<file path="src/rtl/fetch_pkg.sv">
// fetch_pkg: redirect mode codes, fetch FSM states and the branch-taken rule
// shared by the prefetch unit and its bench.
package fetch_pkg;

    localparam logic [1:0] BR_BEQ = 2'b00;
    localparam logic [1:0] BR_BNE = 2'b01;
    localparam logic [1:0] BR_JMP = 2'b10;
    localparam logic [1:0] BR_JR  = 2'b11;

    typedef enum logic [1:0] {
        ST_RUN  = 2'b00,
        ST_WAIT = 2'b01,
        ST_DROP = 2'b10
    } state_t;

    function automatic logic br_taken(input logic [1:0] mode, input logic z);
        return (mode == BR_BEQ) ? z : (mode == BR_BNE) ? !z : 1'b1;
    endfunction

endpackage

</file>
<file path="src/rtl/fetch_queue.sv">
// fetch_queue: DEPTH-entry circular buffer with push, pop, flush and occupancy count.
// The head entry is read straight from registered storage.
module fetch_queue #(
    parameter int DEPTH = 4,
    parameter int W     = 64
) (
    input  logic                   clk,
    input  logic                   rst_n,
    input  logic                   push,
    input  logic                   pop,
    input  logic                   flush,
    input  logic [W-1:0]           wdata,
    output logic [W-1:0]           rdata,
    output logic [$clog2(DEPTH):0] count
);

    localparam int PW = $clog2(DEPTH);

    logic [W-1:0]  mem_q [DEPTH];
    logic [W-1:0]  mem_d [DEPTH];
    logic [PW-1:0] rd_ptr_q, rd_ptr_d;
    logic [PW-1:0] wr_ptr_q, wr_ptr_d;
    logic [PW:0]   count_q, count_d;
    logic          do_pop;

    assign do_pop = pop && (count_q != '0);

    // When full, a simultaneous push lands in the slot the head is leaving.
    always_comb begin
        mem_d = mem_q;
        if (push && !flush) mem_d[wr_ptr_q] = wdata;
        wr_ptr_d = flush ? '0 : wr_ptr_q + PW'(push);
        rd_ptr_d = flush ? '0 : rd_ptr_q + PW'(do_pop);
        count_d  = flush ? '0 : count_q + (PW+1)'(push) - (PW+1)'(do_pop);
    end

    always_ff @(posedge clk or negedge rst_n) begin
        if (!rst_n) begin
            mem_q    <= '{default: '0};
            rd_ptr_q <= '0;
            wr_ptr_q <= '0;
            count_q  <= '0;
        end else begin
            mem_q    <= mem_d;
            rd_ptr_q <= rd_ptr_d;
            wr_ptr_q <= wr_ptr_d;
            count_q  <= count_d;
        end
    end

    assign rdata = mem_q[rd_ptr_q];
    assign count = count_q;

endmodule

</file>
<file path="src/rtl/fetch_prefetch_unit.sv">
// fetch_prefetch_unit: PC, instruction-memory req/ack handshake, redirects and
// a prefetch queue feeding decode over valid/ready.
module fetch_prefetch_unit
    import fetch_pkg::*;
#(
    parameter int                ADDR_W   = 32,
    parameter int                DATA_W   = 32,
    parameter int                DEPTH    = 4,
    parameter int                PC_STEP  = 1,
    parameter logic [ADDR_W-1:0] RESET_PC = '0
) (
    input  logic              Clock,
    input  logic              Reset,
    input  logic              br_en,
    input  logic [1:0]        br_mode,
    input  logic              Z,
    input  logic [ADDR_W-1:0] br_target,
    input  logic [ADDR_W-1:0] br_base,
    output logic              imem_req,
    output logic [ADDR_W-1:0] imem_addr,
    input  logic              imem_ack,
    input  logic [DATA_W-1:0] imem_data,
    output logic              out_valid,
    input  logic              out_ready,
    output logic [DATA_W-1:0] out_instr,
    output logic [ADDR_W-1:0] out_pc,
    output logic [ADDR_W-1:0] addr
);

    localparam int CW = $clog2(DEPTH) + 1;

    state_t                   state_q, state_d;
    logic [ADDR_W-1:0]        pc_q, pc_d;
    logic [ADDR_W-1:0]        addr_q, addr_d;
    logic [CW-1:0]            count;
    logic [CW-1:0]            count_after;
    logic [ADDR_W-1:0]        target;
    logic [DATA_W+ADDR_W-1:0] head;
    logic                     taken, push, pop;

    assign taken       = br_en && br_taken(br_mode, Z);
    assign target      = (br_mode == BR_JR) ? br_base + br_target : br_target;
    assign push        = (state_q == ST_WAIT) && imem_ack && !taken;
    assign pop         = out_valid && out_ready;
    assign count_after = count + CW'(push) - CW'(pop);

    // A taken redirect wins; a live request becomes a stale one unless its ack is here now.
    always_comb begin
        state_d = state_q;
        pc_d    = pc_q;
        addr_d  = addr_q;
        if (taken) begin
            pc_d    = target;
            state_d = (state_q != ST_RUN && !imem_ack) ? ST_DROP : ST_RUN;
        end else if (state_q == ST_RUN) begin
            if (count < CW'(DEPTH)) begin
                state_d = ST_WAIT;
                addr_d  = pc_q;
            end
        end else if (state_q == ST_WAIT && imem_ack) begin
            pc_d    = pc_q + ADDR_W'(PC_STEP);
            addr_d  = pc_d;
            state_d = (count_after < CW'(DEPTH)) ? ST_WAIT : ST_RUN;
        end else if (state_q == ST_DROP && imem_ack) begin
            state_d = ST_RUN;
        end
    end

    always_ff @(posedge Clock or negedge Reset) begin
        if (!Reset) begin
            state_q <= ST_RUN;
            pc_q    <= RESET_PC;
            addr_q  <= '0;
        end else begin
            state_q <= state_d;
            pc_q    <= pc_d;
            addr_q  <= addr_d;
        end
    end

    fetch_queue #(
        .DEPTH (DEPTH),
        .W     (DATA_W + ADDR_W)
    ) u_queue (
        .clk   (Clock),
        .rst_n (Reset),
        .push  (push),
        .pop   (pop),
        .flush (taken),
        .wdata ({imem_data, imem_addr}),
        .rdata (head),
        .count (count)
    );

    assign imem_req  = (state_q == ST_WAIT);
    assign imem_addr = addr_q;
    assign out_valid = (count != '0);
    assign out_instr = head[ADDR_W +: DATA_W];
    assign out_pc    = head[ADDR_W-1:0];
    assign addr      = pc_q;

endmodule

</file>
<file path="config.mk">
export PLATFORM = sky130hd
export DESIGN_NAME = fetch_prefetch_unit
export DESIGN_NICKNAME = d
export VERILOG_FILES = /design/src/rtl/fetch_pkg.sv /design/src/rtl/fetch_queue.sv /design/src/rtl/fetch_prefetch_unit.sv
export SDC_FILE = /design/constraint.sdc
export NUM_CORES = 1
export LEC_CHECK = 0
export CORE_MARGIN = 5
export CORE_UTILIZATION = 38
export CTS_CLUSTER_SIZE = 14
export DETAILED_ROUTE_END_ITERATION = 10
export SYNTH_ARGS = -nofsm -noshare
export SYNTH_HDL_FRONTEND = slang
export SYNTH_SLANG_ARGS = --single-unit
</file>
<file path="constraint.sdc">
create_clock -name Clock -period 3.9 [get_ports Clock]
set_clock_uncertainty 0.15 [all_clocks]
set_input_delay 0.78 -clock Clock [delete_from_list [all_inputs] [get_ports Clock]]
set_output_delay 0.78 -clock Clock [all_outputs]
set_load 0.05 [all_outputs]
</file>
==> parameters.txt <==
Parameter                              Value

Outcome
  Result of the run    finished clean

Layout
  Fraction of layout instances using a drive strength above 1    27.7%
  Fillcell total    3920
  Final cell count without fillers    2190
  Final standard cell area without fillers    21500 um^2
  Layout Area Growth over Synthesis    29.1%
  Total Nets Final    1716

Global route
  Via count of the first global-routing pass    12247
  First-pass GRT wire length    69300 um
  GRT Total Usage    18.2%
  Antenna violations before repair    1
  Total congestion overflow    0
  Pin count of the biggest net entering global routing    92

STA
  Final Critical Period    3.77 ns
  Final count of negative-setup-slack endpoints    0
  Share of the cycle needed by the critical path after routing    96.6%
  Hold Vio Cnt, Final    0
  Relative slew margins    35.7%
  Setup repair after global routing missed its margin    false
  Slew at the pin closest to its max-slew limit    0.953 ns
  Sum of negative setup slack    0 ns
  Highest attainable clock frequency    265 MHz
  Worst Setup Slack, final    0.132 ns
  Max-slew violation count    0

Setup path
  Critical Path Fanout Max    3
  Element type at the critical path start    primary input
  Cell at the slowest stage of the critical path    sky130_fd_sc_hd__clkdlybuf4s50_1
  Kind of critical path    primary input to flop
  Endpoint type of the worst setup path    flop
  Critical path data arrival time    4.06 ns
  Longest individual stage delay on the worst path    0.43 ns
  Cell breakdown of the critical path    clkdlybuf4s50_1 > ha_1 > fa_1 > a21o_1 > a21o_1 > a2111oi_1 > o41ai_1 > a41o_1 > and2_1 > a41o_1 > and4_1 > nor3_1
  Critical Path RT    4.19 ns
  Bufs and invs on worst path    1
  Kind of cell adding the most delay to the critical path    compound AO/OA/AOI/OAI gates
  Worst reg-to-reg setup slack    0.93 ns

Synthesis
  Count of different cell masters after synthesis    66
  Post-synthesis instance area    16600 um^2
  Cells after synthesis    1325
  Top flip-flop cell by instance count after synthesis    sky130_fd_sc_hd__dfrtp_1
  Ys Warns    0
  Post-Syn Nets    1467
  Portion of the post-synthesis area used by sequential elements    49.5%
  Synthesis-stage register bit count    329
  Number of enable-type register cells in the synthesized netlist    0
  Avg Cell Area, Syn    12.5 um^2
  FFs w/ async S/R, synth    100%

Clocking
  Number of buffers between clock root and the deepest sink    3
  CTS Root Cell    sky130_fd_sc_hd__clkbuf_16
  Clock tree from TritonCTS    yes
  Number of buffers inserted during clock tree synthesis    38
  Clock tree sinks    329
  Setup fix buffers added after clock tree synthesis    0
  Clock slew at reported path FFs    0.06 ns
  Number of buffers added to fix hold violations after cts    0
  H-tree levels    2
  Clock latency on the worst-skew pair    0.53 ns

Floorplan
  Core ar.    43200 um^2
  Full die area    48000 um^2
  Width of the die    219 um
  Number of rows created at floorplan    76
  Top-Level Pins    234
  Die Y    219 um
  Initial Utilization    38.5%

Detailed routing
  DRC    0
  Initial DRC count    590
  Wire length reported by the detailed router    43600 um
  Detail Route Antenna Nets    0
  Average wire length per cell after detail routing    19.9 um
  Vias post-DR    11421
  DRT Pass-1 Iters    4
  Via count normalized by instance count    5.22

Power and ir drop
  Power Density    855 nW/um^2
  Worst voltage drop across the vdd grid    0.472 mV
  Total design power    0.0184 W
  P_leak    9.09 nW

Place
  Post-placement setup slack    -0.395 ns
  Cell area reported after detailed placement    20100 um^2
  Cells after DPL    2119
  Buffers added on ports    233
  DP Wirelength    30700 um
  Routability congestion estimate    0.918

Min path
  Worst min-delay path category    primary input to async pin

Job
  Max capacitance violation total    0
where the power goes:
| part | total [W] | switching (W) | internal, W | leakage [nW] |
|---|---|---|---|---|
| Combinational | 0.00866 | 0.00497 | 0.00369 | 4.31 |
| Sequential | 0.00578 | 0.00106 | 0.00472 | 4.09 |
| Clock | 0.00391 | 0.00143 | 0.00248 | 0.687 |
registers in the layout, summed over array words and instances (netlist names):
register,flops
u_queue.mem_q,256
addr,32
imem_addr,32
u_queue.count,3
state_q,2
u_queue.rd_ptr_q,2
u_queue.wr_ptr_q,2
cell type report:
type                       instances  area (um^2)  area share [%]
sequential                       329         8240            38.4
multi-input combinational        907         8090            37.7
timing repair buffer             287         2960            13.8
clock buffer                      57         1180            5.48
tap                              585          732            3.41
clock inverter                    13          221            1.03
inverter                          11         41.3           0.192
antenna                            1         2.50          0.0117
kinds of logic after synthesis:
group	after synthesis	share of synthesized area, %
adder cells (fa/ha/maj)	38	2.90
AND/OR/NAND/NOR	280	7.86
flip-flops	329	49.5
AO/OA/AOI/OAI	178	6.77
buffers and inverters	89	2.11
multiplexers	323	26.2
XOR/XNOR	88	4.64
timing repair:
action	CTS	global route
gates resized for setup	0	1
endpoints found under the hold margin	0	0
setup endpoints to repair	0	1
synthesized netlist by cell type (3+ instances only):
| master | instances | area [um^2] |
|---|---|---|
| sky130_fd_sc_hd__o21ai_0 | 20 | 100 |
| sky130_fd_sc_hd__xor2_1 | 39 | 342 |
| sky130_fd_sc_hd__nor2_1 | 102 | 383 |
| sky130_fd_sc_hd__o21bai_1 | 3 | 22.5 |
| sky130_fd_sc_hd__clkbuf_1 | 61 | 229 |
| sky130_fd_sc_hd__nand2_1 | 80 | 300 |
| sky130_fd_sc_hd__mux2_2 | 247 | 2780 |
| sky130_fd_sc_hd__and3_1 | 8 | 50.1 |
| sky130_fd_sc_hd__or3_1 | 11 | 68.8 |
| sky130_fd_sc_hd__nor3_1 | 9 | 45.0 |
| sky130_fd_sc_hd__a21o_1 | 20 | 150 |
| sky130_fd_sc_hd__mux4_2 | 64 | 1440 |
| sky130_fd_sc_hd__buf_1 | 12 | 45.0 |
| sky130_fd_sc_hd__inv_1 | 11 | 41.3 |
| sky130_fd_sc_hd__ha_1 | 37 | 463 |
| sky130_fd_sc_hd__a31oi_1 | 11 | 68.8 |
| sky130_fd_sc_hd__nand4_1 | 9 | 56.3 |
| sky130_fd_sc_hd__dfrtp_1 | 329 | 8230 |
| sky130_fd_sc_hd__mux2_1 | 11 | 124 |
| sky130_fd_sc_hd__nand3_1 | 32 | 160 |
| sky130_fd_sc_hd__o21ai_1 | 4 | 20.0 |
| sky130_fd_sc_hd__a211oi_1 | 14 | 105 |
| sky130_fd_sc_hd__o41ai_1 | 3 | 26.3 |
| sky130_fd_sc_hd__o31ai_1 | 3 | 22.5 |
| sky130_fd_sc_hd__xnor2_1 | 49 | 429 |
| sky130_fd_sc_hd__a21oi_1 | 70 | 350 |
| sky130_fd_sc_hd__and2_1 | 7 | 43.8 |
cells in the final DEF (no fill, tap or decap), types with 14 or more instances in the layout:
cell type / instances
sky130_fd_sc_hd__nand2_1: 80
sky130_fd_sc_hd__xnor2_1: 49
sky130_fd_sc_hd__a21o_1: 20
sky130_fd_sc_hd__clkdlybuf4s50_1: 232
sky130_fd_sc_hd__buf_12: 17
sky130_fd_sc_hd__ha_1: 37
sky130_fd_sc_hd__nand3_1: 31
sky130_fd_sc_hd__mux4_2: 64
sky130_fd_sc_hd__nor2_1: 100
sky130_fd_sc_hd__a21oi_1: 70
sky130_fd_sc_hd__clkbuf_16: 41
sky130_fd_sc_hd__xor2_1: 39
sky130_fd_sc_hd__a211oi_1: 14
sky130_fd_sc_hd__o21ai_0: 20
sky130_fd_sc_hd__mux2_2: 247
sky130_fd_sc_hd__dfrtp_1: 327
sky130_fd_sc_hd__buf_4: 37
metrics by stage:
stage | utilization (%) | hold WS [ns]
global placement | 46.5 | 0.312
CTS | 49.7 | 0.136
global route | 49.7 | 0.151
detailed placement | 46.5 | 0.320
finish | 49.7 | 0.0844
floorplan | - | 0.303
worst paths after layout:
| kind | end | start | cells after the start |
|---|---|---|---|
| worst max register to register | addr[31] | addr[9] | 9 |
| worst min-delay path | u_queue.mem_q[248] | Reset | 1 |
| worst min register to register | u_queue.mem_q[227] | u_queue.mem_q[227] | 1 |
| worst max-delay path | addr[28] | br_target[0] | 12 |
| min in group Clock | u_queue.mem_q[227] | u_queue.mem_q[227] | 1 |
| max in group asynchronous | u_queue.mem_q[219] | Reset | 2 |
per-layer routing:
| metal | global-route usage [%] | part of all wire [%] | routed length, um | vias to the layer above |
|---|---|---|---|---|
| met2 | 28.8 | 46 | 20100 | 256 |
| met1 | 25.2 | 45 | 19800 | 5767 |
| li1 | - | - | - | 5330 |
| met5 | 0 | 0 | 0 | - |
| met4 | 4.86 | 2.5 | 1090 | 0 |
| met3 | 4.70 | 6.1 | 2640 | 68 |
Power figures use the tool's default switching activity.
